$ cat src/rtl/dport_pkg.sv
// -----------------------------------------------------------------------------
// dport_pkg
//   Shared constants and helpers for the DisplayPort main-link scrambler.
//   - SYM_BS / SYM_SR : K-code values for Blanking Start and Scrambler Reset.
//   - lfsr_step8      : advance the x^16+x^5+x^4+x^3+1 LFSR by eight bit times.
//   - lfsr_key8       : 8-bit scrambling key taken from an LFSR state.
// -----------------------------------------------------------------------------
package dport_pkg;

  localparam logic [7:0]  SYM_BS    = 8'hBC;
  localparam logic [7:0]  SYM_SR    = 8'h1C;
  // Feedback mask of the Galois form: x^5, x^4, x^3 and the x^0 term.
  localparam logic [15:0] LFSR_TAPS = 16'h0039;

  // One byte of keystream consumes eight serial shifts; the bit leaving
  // bit 15 is fed back through the tap mask.
  function automatic logic [15:0] lfsr_step8(input logic [15:0] s);
    logic [15:0] r;
    r = s;
    for (int i = 0; i < 8; i++) begin
      if (r[15]) begin
        r = {r[14:0], 1'b0} ^ LFSR_TAPS;
      end else begin
        r = {r[14:0], 1'b0};
      end
    end
    return r;
  endfunction

  // The eight serial output bits equal s[15] down to s[8] (feedback never
  // reaches bit 15 within eight shifts); the first bit out is key bit 0.
  function automatic logic [7:0] lfsr_key8(input logic [15:0] s);
    logic [7:0] k;
    k = 8'h00;
    for (int i = 0; i < 8; i++) begin
      k[i] = s[15-i];
    end
    return k;
  endfunction

endpackage

$ cat src/rtl/dp_scr_slot.sv
// -----------------------------------------------------------------------------
// dp_scr_slot
//   Combinational stage for one symbol slot across all lanes. Uses the LFSR
//   state valid at this slot to scramble each lane's byte and produces the
//   state for the next slot.
//   Ports:
//     s_in     [15:0]        LFSR state at this slot
//     byte_in  [8*LANES-1:0] this slot's byte on every lane (lane n at n*8)
//     isk      [LANES-1:0]   K flag per lane
//     replace                this slot's BS is replaced by SR on all lanes
//     s_out    [15:0]        LFSR state for the following slot
//     byte_out [8*LANES-1:0] scrambled bytes
// -----------------------------------------------------------------------------
module dp_scr_slot
  import dport_pkg::*;
#(
  parameter int          LANES = 1,
  parameter logic [15:0] SEED  = 16'hFFFF
) (
  input  logic [15:0]        s_in,
  input  logic [8*LANES-1:0] byte_in,
  input  logic [LANES-1:0]   isk,
  input  logic               replace,
  output logic [15:0]        s_out,
  output logic [8*LANES-1:0] byte_out
);

  logic [7:0] key_s;

  // Key derivation, next-state selection and per-lane symbol substitution.
  always_comb begin
    key_s    = lfsr_key8(s_in);
    byte_out = {(8*LANES){1'b0}};
    // An SR re-seeds the LFSR for the slot after it.
    if (replace) begin
      s_out = SEED;
    end else begin
      s_out = lfsr_step8(s_in);
    end
    for (int n = 0; n < LANES; n++) begin
      if (replace) begin
        byte_out[n*8 +: 8] = SYM_SR;
      end else if (isk[n]) begin
        byte_out[n*8 +: 8] = byte_in[n*8 +: 8];
      end else begin
        byte_out[n*8 +: 8] = byte_in[n*8 +: 8] ^ key_s;
      end
    end
  end

endmodule

$ cat src/rtl/dp_scrambler_multi.sv
// -----------------------------------------------------------------------------
// dp_scrambler_multi
//   DisplayPort scrambler for SYMS symbols per cycle on LANES lanes, sharing a
//   single LFSR. Replaces every SR_INTERVAL-th beat's first BS (lane 0) with SR
//   and re-seeds; scramble_en=0 is a transparent training bypass. One cycle of
//   latency.
//   Ports:
//     clk          system clock, posedge
//     rst          synchronous active-high reset
//     scramble_en  1 = scramble, 0 = bypass (LFSR/BS counter held at start)
//     in_valid     input beat valid
//     indata       symbols; lane n at [n*8*SYMS +: 8*SYMS], slot 0 in low byte
//     inisk        per-symbol K flags, same lane/slot order as indata
//     out_valid    registered in_valid
//     outdata      scrambled symbols
//     outisk       registered inisk
// -----------------------------------------------------------------------------
module dp_scrambler_multi
  import dport_pkg::*;
#(
  parameter int          SYMS        = 2,
  parameter int          LANES       = 1,
  parameter int          SR_INTERVAL = 512,
  parameter logic [15:0] SEED        = 16'hFFFF
) (
  input  logic                    clk,
  input  logic                    rst,
  input  logic                    scramble_en,
  input  logic                    in_valid,
  input  logic [8*SYMS*LANES-1:0] indata,
  input  logic [SYMS*LANES-1:0]   inisk,
  output logic                    out_valid,
  output logic [8*SYMS*LANES-1:0] outdata,
  output logic [SYMS*LANES-1:0]   outisk
);

  localparam int             DW      = 8*SYMS*LANES;
  localparam int             KW      = SYMS*LANES;
  localparam int             CW      = $clog2(SR_INTERVAL);
  localparam logic [CW-1:0]  CTR_ONE = CW'(1);

  logic [15:0]   lfsr_q,      lfsr_d;
  logic [CW-1:0] bsctr_q,     bsctr_d;
  logic          out_valid_q, out_valid_d;
  logic [DW-1:0] outdata_q,   outdata_d;
  logic [KW-1:0] outisk_q,    outisk_d;

  logic [SYMS-1:0] bs_s;
  logic [SYMS-1:0] replace_s;
  logic            any_bs_s;
  logic [DW-1:0]   scr_data_s;
  logic [15:0]     lfsr_end_s;

  // BS detection on lane 0; only the first BS of a beat may become an SR,
  // and only while the counter sits at zero.
  always_comb begin
    any_bs_s  = 1'b0;
    bs_s      = {SYMS{1'b0}};
    replace_s = {SYMS{1'b0}};
    for (int k = 0; k < SYMS; k++) begin
      bs_s[k]      = inisk[k] && (indata[8*k +: 8] == SYM_BS);
      replace_s[k] = scramble_en && bs_s[k] && !any_bs_s &&
                     (bsctr_q == {CW{1'b0}});
      any_bs_s     = any_bs_s | bs_s[k];
    end
  end

  // Slot stages chained in time order: slot k's state feeds slot k+1.
  for (genvar k = 0; k < SYMS; k++) begin : g_slot
    logic [15:0]        s_in_s;
    logic [15:0]        s_out_s;
    logic [8*LANES-1:0] slot_in_s;
    logic [8*LANES-1:0] slot_out_s;
    logic [LANES-1:0]   slot_isk_s;

    if (k == 0) begin : g_first
      assign s_in_s = lfsr_q;
    end else begin : g_next
      assign s_in_s = g_slot[k-1].s_out_s;
    end

    for (genvar n = 0; n < LANES; n++) begin : g_lane
      assign slot_in_s[n*8 +: 8]                 = indata[n*8*SYMS + 8*k +: 8];
      assign slot_isk_s[n]                       = inisk[n*SYMS + k];
      assign scr_data_s[n*8*SYMS + 8*k +: 8]     = slot_out_s[n*8 +: 8];
    end

    dp_scr_slot #(
      .LANES (LANES),
      .SEED  (SEED)
    ) u_slot (
      .s_in     (s_in_s),
      .byte_in  (slot_in_s),
      .isk      (slot_isk_s),
      .replace  (replace_s[k]),
      .s_out    (s_out_s),
      .byte_out (slot_out_s)
    );
  end

  assign lfsr_end_s = g_slot[SYMS-1].s_out_s;

  // Next-state: invalid beats freeze everything but out_valid; bypass beats
  // pass data through and park the LFSR and BS counter at their start values.
  always_comb begin
    out_valid_d = in_valid;
    lfsr_d      = lfsr_q;
    bsctr_d     = bsctr_q;
    outdata_d   = outdata_q;
    outisk_d    = outisk_q;
    if (in_valid) begin
      outisk_d = inisk;
      if (scramble_en) begin
        outdata_d = scr_data_s;
        lfsr_d    = lfsr_end_s;
        if (any_bs_s) begin
          bsctr_d = bsctr_q + CTR_ONE;
        end else begin
          bsctr_d = bsctr_q;
        end
      end else begin
        outdata_d = indata;
        lfsr_d    = SEED;
        bsctr_d   = {CW{1'b0}};
      end
    end else begin
      outisk_d = outisk_q;
    end
  end

  // State and output registers with synchronous reset.
  always_ff @(posedge clk) begin
    if (rst) begin
      lfsr_q      <= SEED;
      bsctr_q     <= {CW{1'b0}};
      out_valid_q <= 1'b0;
      outdata_q   <= {DW{1'b0}};
      outisk_q    <= {KW{1'b0}};
    end else begin
      lfsr_q      <= lfsr_d;
      bsctr_q     <= bsctr_d;
      out_valid_q <= out_valid_d;
      outdata_q   <= outdata_d;
      outisk_q    <= outisk_d;
    end
  end

  assign out_valid = out_valid_q;
  assign outdata   = outdata_q;
  assign outisk    = outisk_q;

endmodule
$ cat config.mk
export PLATFORM = sky130hd
export DESIGN_NAME = dp_scrambler_multi
export DESIGN_NICKNAME = d
export VERILOG_FILES = /design/src/rtl/dport_pkg.sv /design/src/rtl/dp_scr_slot.sv /design/src/rtl/dp_scrambler_multi.sv
export SDC_FILE = /design/constraint.sdc
export NUM_CORES = 1
export LEC_CHECK = 0
export CAP_MARGIN = 20
export CORE_MARGIN = 2
export CORE_UTILIZATION = 54
export CTS_CLUSTER_SIZE = 25
export DETAILED_ROUTE_END_ITERATION = 12
export PLACE_DENSITY = 0.78
export SETUP_SLACK_MARGIN = 0.3
export SLEW_MARGIN = 20
export SYNTH_ARGS = -nofsm -noshare
export SYNTH_HDL_FRONTEND = slang
export SYNTH_SLANG_ARGS = --single-unit
$ cat constraint.sdc
create_clock -name clk -period 3 [get_ports clk]
set_input_delay 0.45 -clock clk [delete_from_list [all_inputs] [get_ports clk]]
set_output_delay 0.45 -clock clk [all_outputs]
set_load 0.005 [all_outputs]
## After elaboration in Yosys (flattened, before gate mapping)

Index checks and enable logic that the tools add are counted.

- Bitwise logic cells: 19
- Eq/ne operators: 3
- $add $sub $neg: 1
- Reductions and logical operators: 10
- Muxes and demuxes: 40

Operators by type and width:

| cell | number |
|---|---|
| $mux 16 | 18 |
| $mux 6 | 16 |
| $not 4->4 | 16 |
| $mux 8 | 4 |
| $mux 9 | 2 |
| $eq 8x8->1 const B | 2 |
| $xor 8x8->8 | 2 |
| $add 9x1->9 const B | 1 |
| $logic_not 9->1 | 1 |
| $logic_and 1x1->1 | 7 |
| $ne 2x1->1 const B | 1 |
| $reduce_and 2->1 | 1 |
| $logic_not 1->1 | 1 |
| $or 1x1->1 | 1 |

- Register bits after elaboration: 44
- Bits of input ports: 22
- Output and inout bits: 19
- Logic and storage cells: 78

## Logic depth before layout (Yosys ltp)

Gate-level depths: netlist of run 1.

- Depth in word-level cells: 51
- Depth in mapped cells: 8
- Depth with buffers taken out: 7

## By module

A second synthesis of run 1 with hierarchy kept.

- Cell total of the unflattened synthesis: 338
- Area total of the unflattened synthesis: 2917.8 µm²

Modules (own cells, without submodules):

| module | cells an instance | area each (µm²) | sequential area each (µm²) | times used |
|---|---|---|---|---|
| dp_scrambler_multi | 210 | 1994.4 | 880.8 | 1 |
| dp_scr_slot | 64 | 461.7 | 0.0 | 2 |

## Worst setup path before layout of run 1

No wires, ideal clock.

- Path type: flip-flop to flip-flop
- Start: reg bsctr_q[0]
- End: reg lfsr_q[4], in the netlist g_slot[0].s_in_s[4]
- Arrival time: 1.993 ns
- Cell stages (with the launch flop): 9
- Data required time: 2.886 ns
- Path slack: 0.893 ns
- Path buffers: 1
- Clock period less this slack: 2.107 ns
- Library setup time: 0.114 ns
- Cell sequence: dfxtp_1 -> inv_1 -> ha_1 -> nand2_1 -> and3b_1 -> buf_2 -> a31oi_1 -> or4b_1 -> a21o_1

- Word-level cells in the longest chain between the ends: 19
- Elaborated cells between the ends (all ways): 20
- Classes of those cells: mux (15); bitwise (2); reduce/logical (3)

RTL lines:

| item | line | text |
|---|---|---|
| start, declared | dp_scrambler_multi.sv:43 | `logic [CW-1:0] bsctr_q, bsctr_d;` |
| start signal, assigned | dp_scrambler_multi.sv:135 | `bsctr_q <= {CW{1'b0}};` |
| start signal, assigned | dp_scrambler_multi.sv:141 | `bsctr_q <= bsctr_d;` |
| $logic_not 9->1 (*) | dp_scrambler_multi.sv:63 | `(bsctr_q == {CW{1'b0}});` |
| $logic_and 1x1->1 | dp_scrambler_multi.sv:62 | `replace_s[k] = scramble_en && bs_s[k] && !any_bs_s &&` |
| $mux 16 (4 in a row) | dp_scr_slot.sv:35 | `if (replace) begin` |
| $mux 6 | dport_pkg.sv:21 | `if (r[15]) begin` |
| $mux 16 | dp_scr_slot.sv:35 |  |
| $mux 6 | dport_pkg.sv:21 |  |
| $mux 16 | dp_scr_slot.sv:35 |  |
| $mux 6 | dport_pkg.sv:21 |  |
| $mux 16 | dp_scr_slot.sv:35 |  |
| $not 4->4 (no line) | n/a |  |
| $mux 6 | dport_pkg.sv:21 |  |
| $mux 16 | dp_scr_slot.sv:35 |  |
| $not 4->4 (no line) | n/a |  |
| $mux 6 | dport_pkg.sv:21 |  |
| $mux 16 (*) | dp_scr_slot.sv:35 |  |
| $mux 16 (*) | dp_scrambler_multi.sv:113 | `if (scramble_en) begin` |
| end signal, assigned | dp_scrambler_multi.sv:140 | `lfsr_q <= lfsr_d;` |
| end, declared | dp_scrambler_multi.sv:42 | `logic [15:0] lfsr_q, lfsr_d;` |

Mark *: on every way between the ends. The rest lies on a longest branch, timed or not. The select of a mux whose other input is x is not followed.
A chain may end at the register's enable or synchronous reset.

## Worst setup path in the final report of run 1

- Start: in inisk[0]
- End: reg lfsr_q[5], in the netlist g_slot[0].s_in_s[5]

- Word-level cells in the longest chain between the ends: 22
- Elaborated cells between the ends (all ways): 25
- Classes of those cells: mux (16); bitwise (3); reduce/logical (6)

RTL lines:

| item | line | text |
|---|---|---|
| start, declared | dp_scrambler_multi.sv:31 | `input logic [SYMS*LANES-1:0] inisk,` |
| $logic_and 1x1->1 (*) | dp_scrambler_multi.sv:61 | `bs_s[k] = inisk[k] && (indata[8*k +: 8] == SYM_BS);` |
| $logic_and 1x1->1 (2 in a row) | dp_scrambler_multi.sv:62 |  |
| $mux 16 (3 in a row) | dp_scr_slot.sv:35 |  |
| $mux 6 | dport_pkg.sv:21 |  |
| $mux 16 | dp_scr_slot.sv:35 |  |
| $mux 6 | dport_pkg.sv:21 |  |
| $mux 16 | dp_scr_slot.sv:35 |  |
| $mux 6 | dport_pkg.sv:21 |  |
| [3 not listed] | n/a |  |
| $mux 16 | dp_scr_slot.sv:35 |  |
| $not 4->4 (no line) | n/a |  |
| $mux 6 | dport_pkg.sv:21 |  |
| $mux 16 | dp_scr_slot.sv:35 |  |
| $not 4->4 (no line) | n/a |  |
| $mux 6 | dport_pkg.sv:21 |  |
| $mux 16 (*) | dp_scr_slot.sv:35 |  |
| $mux 16 (*) | dp_scrambler_multi.sv:113 |  |

Marks and branches as above.

==> reports/results.txt, run 1 <==
Multiplexer area fraction after synthesis -> 1.170%
Reg clk slew, reported paths -> 0.08 ns
# DRC -> 0
Maximum VDD drop -> 0.3647 mV
Starting Density -> 55.06%
Die ar. -> 5320 um^2
Ranking of synthesized cells by area -> dfxtp_1, xnor2_1, xor2_1
Delay-heaviest family, CP -> simple AND/OR/NAND/NOR gates
Layout cells sized above 1 -> 6.548%
GR Util All Layers -> 24.60%
Syn_area_per_cell -> 8.554 um^2
CTS tree -> yes
CTS Buf Count -> 5
CP arrival -> 2.64 ns
Top Ports -> 41
Max H-tree Level -> 2
Critical path class -> in -> reg
Max_cap viols -> 0
Slew @ Worst Pin -> 0.5648 ns
Synth Area in Compound Gates -> 22.67%
Post-synthesis xor/xnor area fraction -> 18.43%
Setup TNS -> 0 ns
CP max-delay cell -> clkdlybuf4s50_1
Simple-Gate Fraction of Synth Area -> 17.80%
Fin area -> 3098 um^2
Max Slew Vio Count -> 0
Rel. slew slack -> 62.08%
Static leakage -> 0.001162 uW
Sequential share of the synthesized area -> 34.32%
Yosys top cell by area -> dfxtp_1
CP cell instances -> clkdlybuf4s50_1 > nor3b_1 > and4_2 > and2_1 > o21ai_0 > a221o_1
Vias/cell -> 5.913
CP endpoint kind -> flop
PwrDens -> 646.5 nW/um^2
Overflow after GRT -> 0
Crit Path Max Fanout -> 15
DRT antenna net count -> 0
CTS sink count -> 44
Outcome -> finished, final reports clean
Worst path depth -> 6
Post-synth EDFFs -> 0
Final period util -> 82.12%
Hold Path Depth -> 2
Core Region -> 4661 um^2
CP Launch Type -> input pin
Setup violators final -> 0
Final GP Congestion -> 0.8590
Cts hold-fix bufs -> 0
Syn Inst Count -> 300
Min-delay worst type -> reg -> reg
Area grow syn2layout -> 20.72%
Largest family of logic cells by synthesized area -> compound AO/OA/AOI/OAI gates
Cell variety after synth -> 54
WP data required -> 3.18 ns
Chip height -> 72.94 um
Final #Nets -> 360
Clock root cell -> clkbuf_8
Area fraction of the dominant cell type after synthesis -> 34.32%
Adder-Cell Fraction of Synth Area -> 0.9751%
Ys async rst share -> 0%
DR iter-0 viols -> 159
Post-Syn Nets -> 324
Vias in the first global route -> 2113
R2R Setup Slk -> 0.73 ns
RSZ-0062 raised after global routing -> false
First-pass GRT wire length -> 10.12 mm
Post-route clock skew -> 0.006440 ns
Top FF cell, synth -> dfxtp_1
Worst path bufs/invs -> 1
Final number of hold-violating endpoints -> 0
WL/cell -> 15.81 um
Cell row count -> 25
CTS resizes -> 0
Diodes inserted -> 0
Pre-antenna DRT Iters -> 4
Clk buf depth -> 2
Worst reg-to-reg path cell count -> 5
DR vias -> 2306
Pin count of the biggest net entering global routing -> 23
Routed WL -> 6.166 mm
Placed cell area -> 3013 um^2
Fillcell total -> 410
Yosys synthesis warning count -> 0
Port bufs -> 40
Crit path time final -> 2.463 ns
Clock Latency Late Sink -> 0.29 ns
Post-CTS Setup Bufs -> 0
DIE WIDTH -> 72.94 um
Max incr delay on CP -> 0.50 ns
Tot Pwr -> 2003 uW
Initial antenna violation count -> 0
Synthesized area -> 2566 um^2
Dpl hpwl -> 4.619 mm
Seq cells post-synth -> 44
FMAX -> 405.9 MHz
state kept, by name, indices dropped and copies added (netlist names):
| register | cells |
|---|---|
| bsctr_q | 9 |
| g_slot.s_in_s | 16 |
| out_valid | 1 |
| outdata | 16 |
| outisk | 2 |
final cells by class:
| class | count | area (um^2) | area share (%) |
|---|---|---|---|
| clock buffers | 6 | 72.57 | 2.342 |
| repair buffers | 47 | 452.9 | 14.62 |
| multi-input cells | 226 | 1574 | 50.81 |
| clock inverters | 1 | 5.005 | 0.1616 |
| well taps | 54 | 67.56 | 2.181 |
| inverters | 12 | 45.04 | 1.454 |
| flip-flops and latches | 44 | 880.8 | 28.43 |
metrics by stage:
stage	utilization, %	instances	setup WS, ns	hold slack (ns)
floorplan	-	300	0.8931	0.4500
global placement	64.64	383	0.2396	0.4382
detailed placement	64.64	383	0.1712	0.4498
CTS	66.31	390	0.4879	0.4681
global route	66.47	390	0.3951	0.4872
finish	66.47	390	0.5365	0.4607
synth_stat cells (all sizes together), types with 4 or more instances:
cell and count:
a211oi 7, o211ai 4, nor2 23, xor2 21
a31oi 7, nand3 9, o21ai 10, clkbuf 13
nand2 26, o2111ai 4, dfxtp 44, inv 11
a221o 4, a311oi 4, a21oi 15, buf 5
or3 6, xnor2 33
final timing paths:
| path | start | endpoint |
|---|---|---|
| worst max register to register | bsctr_q[4]$_SDFFE_PP0P_ | g_slot[0].s_in_s[5]$_SDFFE_PP1P_ |
| worst max-delay path | inisk[0] | g_slot[0].s_in_s[5]$_SDFFE_PP1P_ |
| worst min-delay path | outdata[9]$_SDFFE_PP0P_ | outdata[9]$_SDFFE_PP0P_ |
| worst min register to register | outdata[9]$_SDFFE_PP0P_ | outdata[9]$_SDFFE_PP0P_ |
cell usage in the layout (no fill, tap or decap), types with 5 or more instances in the layout:
master,instances
dfxtp_1,44
clkdlybuf4s50_1,40
inv_1,11
nor2_1,23
or3_1,6
xnor2_1,33
clkbuf_8,5
buf_4,7
nand3_1,9
xor2_1,21
nand2_1,26
a31oi_1,6
a21oi_1,15
o21ai_0,8
a211oi_1,6
where the power goes:
part | switching [uW] | internal (uW) | leakage, uW
registers | 110 | 664 | 0.000362
logic | 447 | 435 | 0.000759
clock network | 188 | 158 | 0.0000410
routing by layer:
layer,up-vias,global-route usage (%),wire [um]
li1,1138,-,-
met2,72,41.41,3109
met4,0,6.379,65
met1,1089,32.82,2670
met3,7,4.006,321
met5,-,0,0
tightest hold or removal path: cells and delay by family, from the launching register on:
| kind | cells | cell delay [ns] |
|---|---|---|
| DFF | 1 | 0.33 |
| and+or+nand+nor | 2 | 0.10 |
logic make-up after synthesis:
group                      after synthesis
DFF                                     44
buffers and inverters                   30
AOI/OAI and AO/OA                       78
and+or+nand+nor                         89
muxes                                    3
xor gates and xnor gates                54
adders and majority gates                2
(Power assumes the default switching activity.)
==> run 2: changes to the inputs <==
Clock period 3 ns to 2.6 ns, I/O delays scaled along.
==> run 2 against run 1 <==
Critical path depth is the same. Sequential power grew 15%. Cell count rose by 2.3%.
==> reports/results.txt, run 2 (synthesized netlist as in run 1, its figures left out) <==
Outcome -> finished, final reports clean
Pin count of the biggest net entering global routing -> 24
Crit path time final -> 2.183 ns
Clock root cell -> clkbuf_8
Cts hold-fix bufs -> 0
Clock Power Share -> 21.6%
CTS sink count -> 44
Max_cap viols -> 0
RSZ-0062 raised after global routing -> false
Final period util -> 83.97%
CP arrival -> 2.42 ns
Critical path class -> in -> reg
Setup violators final -> 0
Clock Latency Late Sink -> 0.31 ns
Clk buf depth -> 2
FMAX -> 458.0 MHz
CP Launch Type -> input pin
Switching Fraction -> 35.55%
Overflow after GRT -> 0
Port bufs -> 40
Sequential Area -> 880.8 um^2
CP endpoint kind -> flop
Seq pwr share -> 36.5%
Vias in the first global route -> 2163
# DRC -> 0
CTS Buf Count -> 5
Layout cells sized above 1 -> 8.696%
Final number of hold-violating endpoints -> 0
GR Util All Layers -> 24.62%
R2R Setup Slk -> 0.42 ns
Routed WL -> 6.183 mm
WL/cell -> 15.50 um
Diodes inserted -> 0
Cell row count -> 25
DR iter-0 viols -> 120
Pre-antenna DRT Iters -> 4
Area grow syn2layout -> 24.48%
DR vias -> 2299
DRT antenna net count -> 0
Fin cells -> 399
Most frequent cells in the layout -> dfxtp_1, clkdlybuf4s50_1, xnor2_1
Top Ports -> 41
Static leakage -> 0.001221 uW
Switch Pwr -> 868.4 uW
DIE WIDTH -> 72.94 um
Internal -> 1575 uW
Maximum VDD drop -> 0.5062 mV
Fillcell total -> 406
Most common cell after layout, fill and taps aside -> dfxtp_1
Crit Path Max Fanout -> 5
CTS tree -> yes
Combinational power share -> 41.9%
Rel. slew slack -> 62.25%
Core Region -> 4661 um^2
Starting Density -> 55.06%
First-pass GRT wire length -> 10.17 mm
Die ar. -> 5320 um^2
WP data required -> 2.84 ns
Max H-tree Level -> 2
Slew @ Worst Pin -> 0.5624 ns
Post-route clock skew -> 0.007838 ns
PwrDens -> 764.8 nW/um^2
Chip height -> 72.94 um
Dpl hpwl -> 4.615 mm
Max Slew Vio Count -> 0
Initial antenna violation count -> 0
Setup TNS -> 0 ns
Dpl cells -> 391
Vias/cell -> 5.762
Multi-input gate area -> 1580 um^2
Reg clk slew, reported paths -> 0.08 ns
Min-delay worst type -> reg -> reg
Final #Nets -> 368
Final GP Congestion -> 0.8591
==> run 2: cell types whose count changed in the layout (fill, tap and decap cells not counted) <==
cell,before,now
and4_2,1,0
nand3_1,9,8
nor4_4,0,1
a31oi_1,6,7
nor4_2,1,0
bufinv_16,0,1
and4_1,0,1
a31oi_2,1,0
buf_4,7,15
nand3_2,0,1
==> run 2: power by group through the flow <==
stage	combinational [uW]	clock (uW)	sequential, uW
after floorplan	799	0	848
after global placement	989	0	902
after detailed placement	1010	0	906
after CTS	1020	535	890
after global routing	1140	564	903
final	1020	528	892
==> run 2: final timing paths <==
kind	from	to	cells past startpoint
worst min register to register	outdata[9]$_SDFFE_PP0P_	outdata[9]$_SDFFE_PP0P_	2
worst max register to register	bsctr_q[4]$_SDFFE_PP0P_	g_slot[0].s_in_s[6]$_SDFFE_PP1P_	5
worst min-delay path	outdata[9]$_SDFFE_PP0P_	outdata[9]$_SDFFE_PP0P_	2
worst max-delay path	inisk[1]	bsctr_q[7]$_SDFFE_PP0P_	6
==> run 2: critical path, cell delays in order <==
cell             delay (ns)
clkdlybuf4s50_1        0.51
or3b_4                 0.43
o41ai_4                0.31
o21ai_2                0.13
or4_1                  0.51
a21oi_1                0.14
==> run 2: final cells by class <==
class / count / area share [%]
clock buffers: 6 / 2.272
clock inverters: 2 / 1.097
inverters: 12 / 1.410
multi-input cells: 226 / 49.47
flip-flops and latches: 44 / 27.58
well taps: 54 / 2.115
repair buffers: 55 / 16.06
==> run 2: metal layers <==
layer | routed length [um] | global-route usage (%)
met5 | 0 | 0
met4 | 51 | 7.819
met1 | 2765 | 32.56
met3 | 285 | 4.420
met2 | 3080 | 40.81
==> run 2: repair_timing <==
| item | in CTS | in global routing |
|---|---|---|
| resized for setup | 0 | 2 |
| buffers inserted | 0 | 0 |
| endpoints found under the hold margin | 0 | 0 |
| endpoints found under the setup margin | 0 | 4 |
==> run 2: through the flow <==
stage / utilization, % / hold slack (ns) / power, uW / instance area, um^2 / setup WS [ns]
2_1_floorplan: - / 0.4500 / 1646 / 2566 / 0.4931
3_3_place_gp: 65.93 / 0.4391 / 1891 / 3073 / 0.1422
3_5_place_dp: 65.93 / 0.4490 / 1919 / 3073 / 0.05403
4_1_cts: 68.24 / 0.4674 / 2446 / 3181 / 0.3458
5_1_grt: 68.54 / 0.4850 / 2605 / 3194 / 0.3169
6_report: 68.54 / 0.4598 / 2443 / 3194 / 0.4167
